==> config.mk <==
export PLATFORM = sky130hd
export DESIGN_NAME = traffic_phase_ctrl
export DESIGN_NICKNAME = d
export VERILOG_FILES = /design/src/rtl/traffic_phase_ctrl.sv
export SDC_FILE = /design/constraint.sdc
export NUM_CORES = 1
export LEC_CHECK = 0
export CAP_MARGIN = 20
export CORE_UTILIZATION = 60
export CTS_CLUSTER_DIAMETER = 60
export DETAILED_ROUTE_END_ITERATION = 8
export PLACE_DENSITY = 0.86
export SLEW_MARGIN = 20
export SYNTH_ARGS = -nofsm -noshare
export SYNTH_HDL_FRONTEND = slang
export SYNTH_SLANG_ARGS = --single-unit
==> constraint.sdc <==
create_clock -name clk -period 4.7 [get_ports clk]
set_input_delay 0.94 -clock clk [delete_from_list [all_inputs] [get_ports clk]]
set_output_delay 0.94 -clock clk [all_outputs]
set_load 0.1 [all_outputs]
==> src/rtl/traffic_phase_ctrl.sv <==
`timescale 1ns/1ps
// ---------------------------------------------------------------------------
// traffic_phase_ctrl
//
// N-phase signalised-junction controller. Each phase gets right-of-way in
// round-robin order and runs through green, yellow and all-red. A phase can
// hand over early (gap-out) once it has served its minimum green and its own
// approach is empty. The controller also provides:
//   - a pedestrian walk lamp at the start of a phase's green
//   - peak-hour doubling of phase 0 green
//   - police/emergency preemption that holds one phase green
//   - night-time all-yellow flashing
//
// Ports
//   clk          system clock
//   Reset        asynchronous, active-high reset
//   Tick         1-cycle timing pulse, one per timing unit
//   Night        night mode request (all-yellow flashing)
//   Peak         peak mode, phase 0 green doubled (sampled at green entry)
//   Police       preemption request (level)
//   PolicePhase  phase to hold green under preemption (>= PHASES means 0)
//   CarReq       per-phase vehicle presence (level)
//   PedReq       per-phase pedestrian button (pulse or level)
//   Red/Yellow/Green  per-phase lamp drives (registered)
//   Walk         per-phase pedestrian walk lamp (registered)
//   RestTime     ticks remaining in the current interval
//   ActivePhase  phase currently owning right-of-way
//   State        FSM state code: 0 ALLRED, 1 GREEN, 2 YELLOW, 3 PREEMPT, 4 FLASH
// ---------------------------------------------------------------------------
module traffic_phase_ctrl #(
  parameter int PHASES    = 2,
  parameter int TW        = 7,
  parameter int GREEN_T   = 30,
  parameter int YELLOW_T  = 3,
  parameter int ALLRED_T  = 1,
  parameter int MIN_GREEN = 5,
  parameter int WALK_T    = 8
) (
  input  logic              clk,
  input  logic              Reset,
  input  logic              Tick,
  input  logic              Night,
  input  logic              Peak,
  input  logic              Police,
  input  logic [1:0]        PolicePhase,
  input  logic [PHASES-1:0] CarReq,
  input  logic [PHASES-1:0] PedReq,
  output logic [PHASES-1:0] Red,
  output logic [PHASES-1:0] Yellow,
  output logic [PHASES-1:0] Green,
  output logic [PHASES-1:0] Walk,
  output logic [TW-1:0]     RestTime,
  output logic [1:0]        ActivePhase,
  output logic [2:0]        State
);

  typedef enum logic [2:0] {
    ST_ALLRED  = 3'd0,
    ST_GREEN   = 3'd1,
    ST_YELLOW  = 3'd2,
    ST_PREEMPT = 3'd3,
    ST_FLASH   = 3'd4
  } state_t;

  // Peak green is twice the nominal green, clipped to what RestTime can hold.
  localparam int PEAK_RAW = 2 * GREEN_T;
  localparam int TW_MAX   = (1 << TW) - 1;
  localparam int PEAK_T   = (PEAK_RAW > TW_MAX) ? TW_MAX : PEAK_RAW;

  localparam logic [TW-1:0]     GREEN_LD  = TW'(GREEN_T);
  localparam logic [TW-1:0]     PEAK_LD   = TW'(PEAK_T);
  localparam logic [TW-1:0]     YELLOW_LD = TW'(YELLOW_T);
  localparam logic [TW-1:0]     ALLRED_LD = TW'(ALLRED_T);
  localparam logic [TW-1:0]     MIN_LD    = TW'(MIN_GREEN);
  localparam logic [TW-1:0]     WALK_LD   = TW'(WALK_T);
  localparam logic [TW-1:0]     ONE       = TW'(1);
  localparam logic [PHASES-1:0] BIT0      = PHASES'(1);

  state_t            state_q, state_n;
  logic [1:0]        active_q, active_n;
  logic [TW-1:0]     rest_q, rest_n;
  logic [TW-1:0]     served_q, served_n, served_inc;
  logic [TW-1:0]     walk_q, walk_n;
  logic [PHASES-1:0] ped_q, ped_n;
  logic              flash_q, flash_n;

  logic [PHASES-1:0] demand, dsh, car_sh, ped_sh, clear_mask, active_oh;
  logic [1:0]        next_phase, police_sel;
  logic              found, car_active, next_ped, rest_last, gap_out;

  logic [PHASES-1:0] red_n, yellow_n, green_n, walk_lamp_n;

  // Green duration for a phase entering green; Peak only lengthens phase 0.
  function automatic logic [TW-1:0] green_load(input logic [1:0] ph, input logic pk);
    return (pk && ph == 2'd0) ? PEAK_LD : GREEN_LD;
  endfunction

  // Demand bookkeeping: which phase should be served next, whether the
  // current approach still has cars, and which phase preemption targets.
  // The search starts just after the active phase so every demanding phase
  // is reached within one round; with no other demand the active phase
  // is chosen again, which is what makes rest-in-green work.
  always_comb begin
    demand     = CarReq | ped_q;
    next_phase = active_q;
    found      = 1'b0;
    dsh        = '0;
    for (int k = 1; k < PHASES; k++) begin
      dsh = demand >> ((int'(active_q) + k) % PHASES);
      if (!found && dsh[0]) begin
        found      = 1'b1;
        next_phase = 2'((int'(active_q) + k) % PHASES);
      end
    end
    car_sh     = CarReq >> active_q;
    car_active = car_sh[0];
    ped_sh     = ped_q >> next_phase;
    next_ped   = ped_sh[0];
    police_sel = ({1'b0, PolicePhase} < 3'(PHASES)) ? PolicePhase : 2'd0;
  end

  // Next-state logic for the phase sequencer. Intervals count down on
  // Tick and expire on the Tick that finds RestTime at 1. Police requests
  // are honoured from green immediately, but a yellow or all-red interval
  // already in progress is allowed to finish first so clearance is never
  // cut short. Night only takes effect at the end of an all-red, so the
  // junction is always cleared before flashing starts.
  always_comb begin
    state_n    = state_q;
    active_n   = active_q;
    rest_n     = rest_q;
    served_n   = served_q;
    walk_n     = walk_q;
    flash_n    = flash_q;
    clear_mask = '0;
    served_inc = (served_q < MIN_LD) ? served_q + ONE : served_q;
    rest_last  = (rest_q == ONE);
    gap_out    = (served_inc >= MIN_LD) && !car_active && (next_phase != active_q);

    case (state_q)
      ST_ALLRED: begin
        if (Tick) begin
          if (rest_last) begin
            if (Police) begin
              state_n  = ST_PREEMPT;
              active_n = police_sel;
              rest_n   = '0;
            end else if (Night) begin
              state_n = ST_FLASH;
              rest_n  = '0;
              flash_n = 1'b1;
            end else begin
              state_n    = ST_GREEN;
              active_n   = next_phase;
              rest_n     = green_load(next_phase, Peak);
              served_n   = '0;
              walk_n     = next_ped ? WALK_LD : '0;
              clear_mask = BIT0 << next_phase;
            end
          end else begin
            rest_n = rest_q - ONE;
          end
        end
      end

      ST_GREEN: begin
        if (Police) begin
          walk_n = '0;
          if (active_q == police_sel) begin
            state_n = ST_PREEMPT;
            rest_n  = '0;
          end else begin
            state_n = ST_YELLOW;
            rest_n  = YELLOW_LD;
          end
        end else if (Tick) begin
          served_n = served_inc;
          walk_n   = (walk_q != '0) ? walk_q - ONE : walk_q;
          // Gap-out and expiry landing on the same Tick collapse into one
          // move to yellow.
          if (gap_out || (rest_last && next_phase != active_q)) begin
            state_n = ST_YELLOW;
            rest_n  = YELLOW_LD;
            walk_n  = '0;
          end else if (rest_last) begin
            rest_n = green_load(active_q, Peak);
          end else begin
            rest_n = rest_q - ONE;
          end
        end
      end

      ST_YELLOW: begin
        if (Tick) begin
          if (rest_last) begin
            state_n = ST_ALLRED;
            rest_n  = ALLRED_LD;
          end else begin
            rest_n = rest_q - ONE;
          end
        end
      end

      ST_PREEMPT: begin
        walk_n = '0;
        rest_n = '0;
        if (!Police) begin
          // Leave via all-red; round-robin resumes after the held phase.
          state_n = ST_ALLRED;
          rest_n  = ALLRED_LD;
        end else begin
          active_n = police_sel;
        end
      end

      ST_FLASH: begin
        // Police outranks Night: drop out through all-red, whose expiry
        // then enters preemption.
        if (Police || !Night) begin
          state_n = ST_ALLRED;
          rest_n  = ALLRED_LD;
          flash_n = 1'b0;
        end else if (Tick) begin
          flash_n = ~flash_q;
        end
      end

      default: begin
        state_n = ST_ALLRED;
        rest_n  = ALLRED_LD;
      end
    endcase

    // A new press wins over the clear on the same cycle, so a button
    // pushed exactly at green entry is still remembered for next time.
    ped_n = (ped_q & ~clear_mask) | PedReq;
  end

  // Lamp pattern for the state being entered, so the lamp registers change
  // on the same edge as State and never show a stale combination.
  always_comb begin
    active_oh   = BIT0 << active_n;
    red_n       = '1;
    yellow_n    = '0;
    green_n     = '0;
    walk_lamp_n = '0;
    case (state_n)
      ST_GREEN: begin
        red_n       = ~active_oh;
        green_n     = active_oh;
        walk_lamp_n = (walk_n != '0) ? active_oh : '0;
      end
      ST_PREEMPT: begin
        red_n   = ~active_oh;
        green_n = active_oh;
      end
      ST_YELLOW: begin
        red_n    = ~active_oh;
        yellow_n = active_oh;
      end
      ST_FLASH: begin
        red_n    = '0;
        yellow_n = {PHASES{flash_n}};
      end
      default: begin
        red_n = '1;
      end
    endcase
  end

  // All controller state and every lamp output live in this one register
  // bank; reset parks the junction in all-red with phase 0 about to be
  // reconsidered on the first Tick.
  always_ff @(posedge clk or posedge Reset) begin
    if (Reset) begin
      state_q  <= ST_ALLRED;
      active_q <= 2'd0;
      rest_q   <= ALLRED_LD;
      served_q <= '0;
      walk_q   <= '0;
      ped_q    <= '0;
      flash_q  <= 1'b0;
      Red      <= '1;
      Yellow   <= '0;
      Green    <= '0;
      Walk     <= '0;
    end else begin
      state_q  <= state_n;
      active_q <= active_n;
      rest_q   <= rest_n;
      served_q <= served_n;
      walk_q   <= walk_n;
      ped_q    <= ped_n;
      flash_q  <= flash_n;
      Red      <= red_n;
      Yellow   <= yellow_n;
      Green    <= green_n;
      Walk     <= walk_lamp_n;
    end
  end

  assign State       = state_q;
  assign ActivePhase = active_q;
  assign RestTime    = rest_q;

endmodule

==> results.md, run 1 <==
- DRC Markers: 0
- Post-Synth Adder-Cell Area: 2.51%
- CP peak stage delay: 1.27 ns
- CP required: 3.76 ns
- Worst Path Arrival: 2.41 ns
- Ys flop type: dfrtp_1
- Vias after detailed routing: 2421
- Part of the Yosys area used for sequential elements: 37.2%
- DR WL met2: 2980 um
- Final worst-path cycle share: 71.4%
- # rows: 23
- HP Class: flop to flop
- # fillers: 322
- Total number of H-tree levels: 2
- TNS Setup: 0 ns
- Synthesized-area fraction occupied by and/or/nand/nor cells: 22.8%
- Vias per cell: 6.42
- Area post-placement: 2820 sq um
- Ys Warns: 0
- Global route overflow: 0
- Initial core utilization: 62.4%
- Worst-path maximum fanout: 23
- Dpl ws: 1.29 ns
- Post_cts resized: 0
- Post-synth ARST share: 100%
- Syn nets: 315
- CTS Buf Count: 5
- DRT Pass-1 Iters: 5
- Post-route ant nets: 0
- Hold buffers post-CTS: 0
- Vias in the first global route: 2196
- Core Util, Final: 72.9%
- Cell Chain, Critical Path: clkdlybuf4s50_1
- Final hold violations: 0
- DRT iter0 DRCs: 203
- # Post-CTS Setup Buffers: 0
- Status: complete, no violations
- First-pass GRT wire length: 10100 um
- GPL Wtd Cong: 0.985
- Clock-pin slew on the worst setup and hold paths: 0.08 ns
- Worst-case clock buffer depth: 2
- Die area: 4420 sq um
- Synth Area in Compound Gates: 30.6%
- Ant diodes: 0
- Clock Latency Late Sink: 0.29 ns
- Achievable clock frequency: 298 MHz
- Mux cell area share after synthesis: 0.802%
- XOR/XNOR Fraction of Synth Area: 0.351%
- Die width: 66.5 um
- Slowest-stage cell, CP: clkdlybuf4s50_1
- GRT Util Overall: 30.8%
- Largest delay contributor family on the critical path: buffers and inverters
- Seq cells post-synth: 37
- Pin count of the biggest net entering global routing: 24
- Layout Skew: 0.00881 ns
- Slew margin rel.: 34.5%
- CTS sink cnt: 37
- # nets final: 343
- Layout cells sized above 1: 8.56%
- IO Port Bufs: 31
- Crit start category: flop
- Buf/Inv on CP: 1
- Placed Cells: 369
- Tmin final: 3.35 ns
- Pwr/cell area: 746 nW/um^2
- Cell area after synthesis: 2500 sq um
- Setup ws final: 1.35 ns
- CTS tree: yes
- Die H: 66.5 um
- Highest metal used: met4
- Final cell count without fillers: 377
- Slew @ Worst Pin: 0.980 ns
- Kind of critical path: flop to output port
- Post-Syn Area per Cell: 8.38 sq um
- Routed length on met3: 423 um
- Post-DP HPWL: 4530 um
- RSZ-0062 raised after global routing: no
- Metal-1 WL: 2760 um
- CTS Root Cell: clkbuf_8
- Leak: 1.23 nW
- Layout area overhead: 16.8%
- Core Region: 4000 sq um
- Max-slew violations: 0
- Largest family of logic cells by synthesized area: compound AO/OA/AOI/OAI gates
- Mapped Cells: 298
- Count of cell types in the netlist: 67
- Number of flops mapped to enable cells by yosys: 0
- Initial antenna violation count: 0
- Critical path endpoint category: output port
- DRT Wirelength: 6260 um
- DR WL/cell: 16.6 um
- Worst vdd ir: 0.000493 V
- Max cap viols: 0
- Design area: 2920 sq um
- Final Setup Violations: 0
- Number of I/O pins: 32
==> state kept, by name (all words and copies together) (netlist names) <==
name	cells
State	3
Walk	2
Red	2
flash_q	1
served_q	7
ped_q	2
RestTime	7
Green	2
ActivePhase	2
Yellow	2
walk_q	7
==> through the flow <==
stage               hold slack, ns  total power [mW]
finish                       0.482              2.18
global route                 0.513              2.31
CTS                          0.486              2.17
detailed placement           0.463              1.92
global placement             0.463              1.90
floorplan                    0.444              1.63
==> synth_stat cells (4+ instances only) <==
cell type,count,share of area (%)
nand2_1,37,5.6
dfrtp_1,34,34
nor2_1,24,3.6
inv_1,23,3.5
a21oi_1,19,3.8
o21ai_0,18,3.6
nand3_1,12,2.4
o22ai_1,9,2.3
and2_1,8,2.0
o21ai_1,8,1.6
nor3_1,7,1.4
a21o_1,6,1.8
ha_1,5,2.5
o31ai_1,5,1.5
a31oi_1,4,1.0
buf_2,4,0.80
o21a_1,4,1.2
o41ai_1,4,1.4
==> where the power goes <==
group          switching, mW  internal (mW)  leakage, nW  total [mW]
combinational          0.948          0.430        0.709        1.38
sequential             0.140          0.421        0.474       0.561
clock                  0.119          0.119       0.0445       0.238
total                   1.21          0.971         1.23        2.18
==> kinds of logic after synthesis <==
| group | after synthesis |
|---|---|
| compound gates | 108 |
| fa+ha+maj | 5 |
| mux | 2 |
| simple gates | 110 |
| xor+xnor | 1 |
| buf+inv | 35 |
| flops | 37 |
==> worst paths after layout <==
path	startpoint	cells past startpoint	endpoint	slack [ns]
max	State[2]$_DFF_PP0_	1	State[2]	1.35
min	served_q[6]$_DFFE_PP0P_	1	served_q[6]$_DFFE_PP0P_	0.48
max reg2reg	State[2]$_DFF_PP0_	7	Walk[1]$_DFF_PP0_	1.99
min reg2reg	served_q[6]$_DFFE_PP0P_	1	served_q[6]$_DFFE_PP0P_	0.48
max in group asynchronous	Reset	3	RestTime[0]$_DFFE_PP1P_	2.76
min in group asynchronous	Reset	2	ped_q[0]$_DFF_PP0_	1.13
==> layout make-up <==
| class | instances | area [sq um] | area share [%] |
|---|---|---|---|
| Clock inverter | 1 | 7.51 | 0.257 |
| Sequential cell | 37 | 930 | 31.9 |
| Tap cell | 50 | 62.6 | 2.14 |
| Inverter | 24 | 90.1 | 3.09 |
| Clock buffer | 7 | 86.3 | 2.96 |
| Multi-Input combinational cell | 226 | 1420 | 48.8 |
| Timing Repair Buffer | 32 | 318 | 10.9 |
==> placed cells by master (no fill, tap or decap), types with 2 or more instances in the layout <==
master / count
a211oi_1: 3
a21o_1: 6
a21oi_1: 19
a21oi_2: 2
a31oi_1: 4
and2_1: 8
clkbuf_8: 6
clkdlybuf4s50_1: 31
dfrtp_1: 34
dfstp_2: 3
ha_1: 5
inv_1: 23
mux2i_1: 2
nand2_1: 37
nand2b_1: 3
nand3_1: 12
nor2_1: 24
nor2b_1: 3
nor3_1: 7
nor4_1: 2
o211ai_1: 2
o21a_1: 4
o21ai_0: 18
o21ai_1: 8
o21ai_2: 2
o22ai_1: 9
o2bb2ai_1: 2
o31ai_1: 5
o41ai_1: 4
==> metal layers <==
metal / track usage [%] / vias to the layer above
met3: 7.88 / 16
met1: 39.8 / 1126
met2: 49.6 / 126
met4: 11.2 / 0
li1: - / 1153
met5: 0 / -
(Power assumes the default switching activity.)
==> run 2, diff against run 1 <==
--- a/config.mk
+++ b/config.mk
@@ -6,10 +6,10 @@
 export NUM_CORES = 1
 export LEC_CHECK = 0
 export CAP_MARGIN = 20
-export CORE_UTILIZATION = 60
+export CORE_UTILIZATION = 50
 export CTS_CLUSTER_DIAMETER = 60
 export DETAILED_ROUTE_END_ITERATION = 8
-export PLACE_DENSITY = 0.86
+export PLACE_DENSITY = 0.76
 export SLEW_MARGIN = 20
 export SYNTH_ARGS = -nofsm -noshare
 export SYNTH_HDL_FRONTEND = slang
==> constraint.sdc (replaced) <==
create_clock -name clk -period 2.7 [get_ports clk]
set_input_delay 0.54 -clock clk [delete_from_list [all_inputs] [get_ports clk]]
set_output_delay 0.54 -clock clk [all_outputs]
set_load 0.1 [all_outputs]
==> run 2 against run 1 <==
  * Die area grew 19%
  * Clock-buffer cell count down 1
  * Cell count grew 9.3%
  * Worst hold slack improved by 0.00078 ns
  * Register-to-register slack got worse by 1.8 ns
  * Highest routed layer unchanged
==> results.md, run 2 (synthesis results as in run 1) <==
- Core Region: 4750 sq um
- CTS Buf Count: 5
- Slew margin rel.: 61.0%
- Initial antenna violation count: 0
- Layout Skew: 0.0118 ns
- HP Class: flop to flop
- Post-DP HPWL: 4750 um
- Final worst-path cycle share: 91.8%
- Pin count of the biggest net entering global routing: 38
- Worst vdd ir: 0.000611 V
- Cell Chain, Critical Path: ha_1, nor4b_4, and3_2, a21o_1, a31oi_1, buf_4, nor2_1, nand3_1, a21oi_1
- CP peak stage delay: 0.58 ns
- # Post-CTS Setup Buffers: 0
- CTS Root Cell: clkbuf_8
- Crit start category: flop
- Dpl ws: -0.0221 ns
- Final Setup Violations: 0
- CTS sink cnt: 37
- Hold WS: 0.482 ns
- Achievable clock frequency: 403 MHz
- Int Power: 1.72 mW
- # nets final: 361
- Layout cells sized above 1: 20.0%
- # rows: 25
- Pwr/cell area: 1270 nW/um^2
- GRT Util Overall: 26.1%
- Slowest-stage cell, CP: dfstp_2
- GPL Wtd Cong: 0.904
- DRT Wirelength: 6410 um
- Number of I/O pins: 32
- Tmin final: 2.48 ns
- Clock-pin slew on the worst setup and hold paths: 0.08 ns
- Worst Path Arrival: 2.69 ns
- Kind of critical path: flop to flop
- First-pass GRT wire length: 10700 um
- RSZ-0062 raised after global routing: no
- Power share of the clock group: 9.8%
- Critical path endpoint category: flop
- Most frequent cells in the layout: buf_4 (39), nand2_1 (37), dfrtp_1 (32)
- Total number of H-tree levels: 2
- Leak: 1.34 nW
- Vias per cell: 5.94
- Worst-path maximum fanout: 8
- DRT Pass-1 Iters: 6
- Leading cell type in the layout, fill and taps excluded: buf_4
- Initial core utilization: 52.5%
- Status: complete, no violations
- Vias in the first global route: 2295
- Die width: 72.7 um
- Slew @ Worst Pin: 0.580 ns
- DRT iter0 DRCs: 174
- Sw frac: 55.1%
- Post-route ant nets: 0
- Gate power share: 64.9%
- DRC Markers: 0
- IO Port Bufs: 31
- Largest delay contributor family on the critical path: simple AND/OR/NAND/NOR gates
- CTS tree: yes
- Vias after detailed routing: 2446
- Final hold violations: 0
- # fillers: 422
- DR WL/cell: 15.5 um
- TNS Setup: 0 ns
- Max cap viols: 0
- Psw: 2.10 mW
- Die H: 72.7 um
- Layout area overhead: 20.8%
- Die area: 5280 sq um
- Setup ws final: 0.220 ns
- Worst-case clock buffer depth: 2
- Tot Pwr: 3.82 mW
- Global route overflow: 0
- Max-slew violations: 0
- Ant diodes: 0
- Clock Latency Late Sink: 0.29 ns
- Sequential share of power: 25.3%
- Buf/Inv on CP: 1
- CP required: 2.91 ns
-- run 2: cell count changes in the layout (fill, tap and decap cells not counted), sizes merged --
cell	before	now
clkbuf	7	6
clkinv	1	3
clkinvlp	1	0
clkdlybuf4s50	31	11
buf	1	39
-- run 2: power by group through the flow --
| stage | sequential [mW] | combinational, mW | clock, mW |
|---|---|---|---|
| 6_report | 0.967 | 2.48 | 0.375 |
| 5_1_grt | 0.989 | 2.67 | 0.410 |
| 4_1_cts | 0.962 | 2.47 | 0.386 |
| 3_5_place_dp | 0.971 | 2.45 | 0 |
| 3_3_place_gp | 0.972 | 2.42 | 0 |
| 2_1_floorplan | 1.64 | 1.20 | 0 |
-- run 2: area by class of cell --
class / count / area [sq um] / share of cell area [%]
clock buffer: 6 / 72.6 / 2.41
clock inverter: 2 / 10.0 / 0.332
inverter: 24 / 90.1 / 2.99
multi-input combinational: 226 / 1430 / 47.2
sequential: 37 / 932 / 30.9
tap: 67 / 83.8 / 2.78
timing repair buffer: 50 / 403 / 13.4
-- run 2: per-stage QoR --
step	instance area (sq um)	instances	utilization, %
2_1_floorplan	2500	298	-
3_3_place_gp	2930	404	61.7
3_5_place_dp	2930	404	61.7
4_1_cts	3020	412	63.4
5_1_grt	3020	412	63.4
6_report	3020	412	63.4
-- run 2: final timing paths --
check / slack, ns / cells after the start / from / end
worst max-delay path: 0.22 / 9 / RestTime[0]$_DFFE_PP1P_ / Walk[1]$_DFF_PP0_
worst min-delay path: 0.48 / 1 / served_q[6]$_DFFE_PP0P_ / served_q[6]$_DFFE_PP0P_
worst max register to register: 0.22 / 9 / RestTime[0]$_DFFE_PP1P_ / Walk[1]$_DFF_PP0_
worst min register to register: 0.48 / 1 / served_q[6]$_DFFE_PP0P_ / served_q[6]$_DFFE_PP0P_
max in group asynchronous: 1.69 / 3 / Reset / RestTime[1]$_DFFE_PP0P_
min in group asynchronous: 0.65 / 3 / Reset / served_q[0]$_DFFE_PP0P_
-- run 2: routing by layer --
layer	part of all wire (%)	track usage (%)	vias to the layer above	wire, um
li1	-	-	1191	-
met3	6.2	5.25	8	395
met4	1.4	8.71	0	92
met1	47	36.8	1155	3010
met5	0	0	-	0
met2	45	40.2	92	2910
-- run 2: worst reg2reg max path: stages (launching register included) --
cell and delay (ns):
dfstp_2 0.58, ha_1 0.20, nor4b_4 0.30, and3_2 0.34
a21o_1 0.14, a31oi_1 0.12, buf_4 0.20, nor2_1 0.21
nand3_1 0.15, a21oi_1 0.16
-- run 2: repair_timing --
| action | in CTS | in global routing |
|---|---|---|
| endpoints found under the setup margin | 0 | 2 |
| hold buffers | 0 | 0 |
| gates resized for setup | 0 | 1 |
